<file path="config.mk">
export PLATFORM = sky130hd
export DESIGN_NAME = uart_rx
export DESIGN_NICKNAME = d
export VERILOG_FILES = /design/src/rtl/uart_rx.sv
export SDC_FILE = /design/constraint.sdc
export NUM_CORES = 1
export LEC_CHECK = 0
export ABC_AREA = 0
export BUFFER_PORTS_ARGS = -buffer_cell sky130_fd_sc_hd__buf_2
export CAP_MARGIN = 20
export CORE_MARGIN = 10
export CORE_UTILIZATION = 40
export DETAILED_ROUTE_END_ITERATION = 8
export GPL_TIMING_DRIVEN = 0
export SLEW_MARGIN = 20
export SYNTH_ARGS = -nofsm -noshare
export SYNTH_HDL_FRONTEND = slang
export SYNTH_SLANG_ARGS = --single-unit
export TNS_END_PERCENT = 1
</file>
<file path="constraint.sdc">
create_clock -name CLK -period 2.4 [get_ports CLK]
set_input_delay 0.48 -clock CLK [delete_from_list [all_inputs] [get_ports CLK]]
set_output_delay 0.48 -clock CLK [all_outputs]
set_load 0.01 [all_outputs]
</file>
<file path="src/rtl/uart_rx.sv">
// uart_rx: oversampled UART receiver.
// A falling edge on the idle-high line starts a frame. Each bit is Prescale CLK
// cycles long. The bit value is a 2-of-3 majority vote taken around mid-bit.
// The frame is: start bit, Out_Data_width data bits LSB first, an optional parity
// bit and one stop bit. The recovered byte is presented on P_DATA.
// Data_Valid pulses for one cycle only for a frame without errors.
module uart_rx #(
    parameter int Out_Data_width = 8,
    parameter int Prescale_Width = 6
) (
    input  logic                      CLK,
    input  logic                      RST,
    input  logic                      RX_IN,
    input  logic                      PAR_EN,
    input  logic                      PAR_TYP,
    input  logic [Prescale_Width-1:0] Prescale,
    output logic [Out_Data_width-1:0] P_DATA,
    output logic                      Data_Valid,
    output logic                      par_err,
    output logic                      stp_err
);

    localparam int BitCntW = (Out_Data_width > 1) ? $clog2(Out_Data_width) : 1;
    localparam logic [BitCntW-1:0] LastBit = BitCntW'(Out_Data_width - 1);
    localparam logic [Prescale_Width-1:0] PsOne = Prescale_Width'(1);

    typedef enum logic [2:0] {
        IDLE,
        START,
        DATA,
        PARITY,
        STOP
    } state_e;

    state_e                      r_state;
    logic [Prescale_Width-1:0]   r_edgeCnt;
    logic [BitCntW-1:0]          r_bitCnt;
    logic [Prescale_Width-1:0]   r_prescale;
    logic                        r_parEn;
    logic                        r_parTyp;
    logic                        r_glitch;
    logic                        r_samp0;
    logic                        r_samp1;
    logic                        r_armed;
    logic [Out_Data_width-1:0]   r_pData;
    logic                        r_dataValid;
    logic                        r_parErr;
    logic                        r_stpErr;

    logic [Prescale_Width-1:0]   w_half;
    logic [Prescale_Width-1:0]   w_samp0Pt;
    logic [Prescale_Width-1:0]   w_decisionPt;
    logic [Prescale_Width-1:0]   w_lastEdge;
    logic                        w_isDecision;
    logic                        w_isLastEdge;
    logic                        w_bitVal;
    logic                        w_parExpected;
    logic                        w_startDetect;

    // The three sample points sit around mid-bit. The bit decision is made on the
    // cycle of the third sample, so the decision uses that cycle's RX_IN directly.
    assign w_half        = r_prescale >> 1;
    assign w_samp0Pt     = w_half - PsOne;
    assign w_decisionPt  = w_half + PsOne;
    assign w_lastEdge    = r_prescale - PsOne;
    assign w_isDecision  = (r_edgeCnt == w_decisionPt);
    assign w_isLastEdge  = (r_edgeCnt == w_lastEdge);
    assign w_bitVal      = (r_samp0 & r_samp1) | (r_samp0 & RX_IN) | (r_samp1 & RX_IN);
    assign w_parExpected = r_parTyp ? ~(^r_pData) : (^r_pData);
    assign w_startDetect = (RX_IN == 1'b0) && r_armed;

    assign P_DATA     = r_pData;
    assign Data_Valid = r_dataValid;
    assign par_err    = r_parErr;
    assign stp_err    = r_stpErr;

    // The line must be seen high once after reset before a start can be accepted.
    // A line already low at reset release therefore does not fake a start edge.
    always_ff @(posedge CLK or negedge RST) begin
        if (!RST) begin
            r_armed <= 1'b0;
        end else if (RX_IN) begin
            r_armed <= 1'b1;
        end
    end

    // Capture the first two majority samples of the current bit.
    always_ff @(posedge CLK or negedge RST) begin
        if (!RST) begin
            r_samp0 <= 1'b1;
            r_samp1 <= 1'b1;
        end else if (r_state != IDLE) begin
            if (r_edgeCnt == w_samp0Pt) begin
                r_samp0 <= RX_IN;
            end
            if (r_edgeCnt == w_half) begin
                r_samp1 <= RX_IN;
            end
        end
    end

    // Receiver FSM: frame sequencing, deserializer, error flags and Data_Valid.
    always_ff @(posedge CLK or negedge RST) begin
        if (!RST) begin
            r_state     <= IDLE;
            r_edgeCnt   <= '0;
            r_bitCnt    <= '0;
            r_prescale  <= '0;
            r_parEn     <= 1'b0;
            r_parTyp    <= 1'b0;
            r_glitch    <= 1'b0;
            r_pData     <= '0;
            r_dataValid <= 1'b0;
            r_parErr    <= 1'b0;
            r_stpErr    <= 1'b0;
        end else begin
            r_dataValid <= 1'b0;

            if (r_state != IDLE) begin
                r_edgeCnt <= w_isLastEdge ? '0 : (r_edgeCnt + PsOne);
            end

            case (r_state)
                IDLE: begin
                    r_edgeCnt <= '0;
                    r_bitCnt  <= '0;
                    if (w_startDetect) begin
                        r_state    <= START;
                        r_edgeCnt  <= PsOne;
                        r_prescale <= Prescale;
                        r_parEn    <= PAR_EN;
                        r_parTyp   <= PAR_TYP;
                        r_glitch   <= 1'b0;
                    end
                end

                START: begin
                    if (w_isDecision) begin
                        if (w_bitVal) begin
                            r_glitch <= 1'b1;
                        end else begin
                            r_parErr <= 1'b0;
                            r_stpErr <= 1'b0;
                        end
                    end
                    if (w_isLastEdge) begin
                        r_bitCnt <= '0;
                        r_state  <= r_glitch ? IDLE : DATA;
                    end
                end

                DATA: begin
                    if (w_isDecision) begin
                        r_pData <= {w_bitVal, r_pData[Out_Data_width-1:1]};
                    end
                    if (w_isLastEdge) begin
                        if (r_bitCnt == LastBit) begin
                            r_state <= r_parEn ? PARITY : STOP;
                        end else begin
                            r_bitCnt <= r_bitCnt + 1'b1;
                        end
                    end
                end

                PARITY: begin
                    if (w_isDecision && (w_bitVal != w_parExpected)) begin
                        r_parErr <= 1'b1;
                    end
                    if (w_isLastEdge) begin
                        r_state <= r_parErr ? IDLE : STOP;
                    end
                end

                STOP: begin
                    if (w_isDecision && !w_bitVal) begin
                        r_stpErr <= 1'b1;
                    end
                    if (w_isLastEdge) begin
                        r_dataValid <= !r_parErr && !r_stpErr;
                        r_state     <= IDLE;
                    end
                end

                default: begin
                    r_state <= IDLE;
                end
            endcase
        end
    end

endmodule

</file>
==> flow_summary.json <==
{
  "viasPerCell": 5.22,
  "crit_cells": 8,
  "hold_violations": 0,
  "netlist_instances": 208,
  "finalCritPeriodShare_pct": 93.3,
  "ir_drop_uv": 296,
  "crit_path_end": "stp_err",
  "synthTopCellsByArea": "dfrtp_1 38%, mux2_2 9.2%, xnor2_1 7.6%",
  "detailed_place_hpwl_um": 3300,
  "synthesis.area_mm2": 0.00220,
  "cap_violations": 0,
  "rows": 26,
  "drt-initial-drc-count": 109,
  "final_net_count": 255,
  "cts_buffers": 5,
  "cp_num_buf_inv": 2,
  "layout-area-overhead-vs-synth_pct": 14.2,
  "antenna_found_initial": 0,
  "io_buffers": 21,
  "cts-htree-levels": 2,
  "wirelength_um": 4610,
  "critPathLaunchType": "register",
  "max_stage_delay_ps": 400,
  "initial_core_util_pct": 42.2,
  "rr_startpoint": "r_prescale[2]",
  "cp.arrival_ps": 2410,
  "slew_violations": 0,
  "grt_usage_pct": 10.6,
  "rsz0062_at_grt": "yes",
  "grt_pass1_wl_um": 7620,
  "setup_viol_count_final": 0,
  "ys_ff_latch": 35,
  "layout-drive-gt1-share_pct": 29.4,
  "clk_latency_ps": 290,
  "final.setup_skew_ps": 3.84,
  "path_class": "register to register",
  "cp_slowest_cell": "or3_1",
  "die_area_mm2": 0.00886,
  "yosys_warnings": 0,
  "synth_area_per_cell_um2": 10.6,
  "post_drt_wl_per_cell_um": 15.0,
  "cts_buffer_depth": 2,
  "max_slew_margin_pct": 47.4,
  "num_io_pins": 22,
  "first_pass_iters": 4,
  "synth_edf_count": 0,
  "antennaDiodeCount": 0,
  "drtAntennaViolNets": 0,
  "coreArea_mm2": 0.00520,
  "gp_congestion": 0.858,
  "die_y_um": 94.1,
  "grt_start_max_net_pins": 36,
  "required_ps": 2570,
  "yosysUniqueCellTypes": 52,
  "synth_top_flop_cell": "dfrtp_1",
  "fillCellCount": 525,
  "syn-num-nets": 226,
  "hold_class": "input pin to asynchronous set/reset pin",
  "critPathMaxFanout": 8,
  "yosys.area.top_type": "dfrtp_1",
  "rr_worst_depth": 8,
  "fin_crit_ps": 2240,
  "clock_sinks": 35,
  "r2r_end": "stp_err",
  "rrSetupSlack_ps": 160,
  "cts_tree": "yes",
  "end_kind": "register",
  "p_leak_nw": 1.13,
  "cp_top_family": "simple AND/OR/NAND/NOR gates",
  "vias": 1609,
  "fmax_mhz": 447,
  "cts-root-buf": "clkbuf_8",
  "fin_util_pct": 48.2,
  "grt_pass1_vias": 1612,
  "yosys.area.top_type_share_pct": 37.6,
  "holdBufCountCts": 0,
  "worst_pin_slew_ps": 789,
  "powerDensity_mw_per_mm2": 445,
  "dp_worst_setup_slack_ps": 43.2,
  "status": "complete, no violations",
  "drc": 0,
  "crit_chain": "buf_6 > inv_1 > ha_1 > xnor2_1 > nand2b_1 > or3_1 > o41ai_1 > o2bb2a_1",
  "overflow": 0,
  "dieWidth_um": 94.1,
  "startpoint": "r_prescale[2]",
  "clk_pin_slew_ps": 80,
  "async_flop_share_pct": 100,
  "ys_seq_area_share_pct": 40.0,
  "timing.final.ws_setup_ps": 161
}
## cells in the final DEF, fill, tap and decap left out, drive strengths merged, types with 8 or more instances in the layout
master | synthesis | layout
dfrtp | 33 | 33
buf | 9 | 31
mux2 | 18 | 18
xnor2 | 19 | 19
o21ai | 10 | 10
nor3 | 12 | 12
nor2 | 11 | 11
clkbuf | 3 | 10
xor2 | 11 | 11
inv | 8 | 8
## logic make-up after synthesis
group / count (synthesis) / synth area share, %
AO/OA/AOI/OAI: 33 / 11.4
XOR/XNOR: 30 / 12.0
adder cells (fa/ha/maj): 8 / 4.44
buffers and inverters: 20 / 5.29
flip-flops: 35 / 40.0
multiplexers: 19 / 9.68
AND/OR/NAND/NOR: 63 / 17.3
## what timing repair did
item,4_1_cts,5_1_grt
endpoints found under the hold margin,0,0
gates resized for setup,0,2
endpoints found under the setup margin,0,20
buffers inserted,0,1
## sequential cells by signal, summed over array words and instances (netlist names), 3 cells and up
register    count
P_DATA          8
r_bitCnt        3
r_edgeCnt       6
r_prescale      6
r_state         3
## worst min path at each step
stage | end | slack [ps]
floorplan | Data_Valid | 180
global placement | r_glitch | 470
detailed placement | r_armed | 480
CTS | r_bitCnt[1] | 300
global route | r_prescale[5] | 320
finish | r_prescale[4] | 260
## Yosys cell counts (all sizes together) (2+ instances only)
cell type  number
nor3b           3
a211oi          2
o21ai          10
o41ai           2
dfrtp          33
inv             8
and2            4
or3             3
a21oi           4
and3            5
nand2b          2
xor2           11
nor3           12
clkbuf          3
a221o           2
mux2           18
nand3b          3
o31ai           2
buf             9
a221oi          2
a31oi           2
xnor2          19
dfstp           2
nor4            2
nor2           11
nand2           7
ha              7
nand3           5
## cell type report
class | count | area (µm²) | share of cell area [%]
Sequential cell | 35 | 880 | 35.0
Buffer | 12 | 86.3 | 3.44
Multi-Input combinational cell | 153 | 1210 | 48.2
Tap cell | 70 | 87.6 | 3.49
Timing Repair Buffer | 22 | 113 | 4.48
Inverter | 8 | 30.0 | 1.20
Clock inverter | 1 | 7.51 | 0.299
Clock buffer | 7 | 96.3 | 3.84
## worst register-to-register path: cells and delay by family, from the launching register on
family | cells | cell delay, ps
AND/OR/NAND/NOR | 2 | 580
AO/OA/AOI/OAI | 2 | 490
flip-flops | 1 | 370
adder cells (fa/ha/maj) | 1 | 280
buffers and inverters | 2 | 200
XOR/XNOR | 1 | 200
## layer usage
layer	share of wire (%)	GRT usage [%]	up-vias
li1	-	-	794
met1	48	13.2	777
met2	47	16.8	29
met3	3.7	3.12	9
met4	1.4	4.18	0
met5	0	0	-
## report_power, final
part	internal (W)	leakage, nW	switching [W]
logic	0.0000134	0.632	0.0000209
registers	0.000595	0.450	0.00000386
clock network	0.000261	0.0505	0.000222
total	0.000870	1.13	0.000247
## through the flow
step / hold WS [ps] / area (µm²) / TNS [ps] / instances / total power, W
after floorplan: 184 / 2200 / 0 / 208 / 0.000621
after global placement: 469 / 2390 / 0 / 299 / 0.000646
after detailed placement: 481 / 2390 / 0 / 299 / 0.000646
after CTS: 299 / 2490 / 0 / 307 / 0.00113
after global routing: 320 / 2510 / -3.94 / 308 / 0.00116
final: 261 / 2510 / 0 / 308 / 0.00112
(Power assumes the default switching activity.)
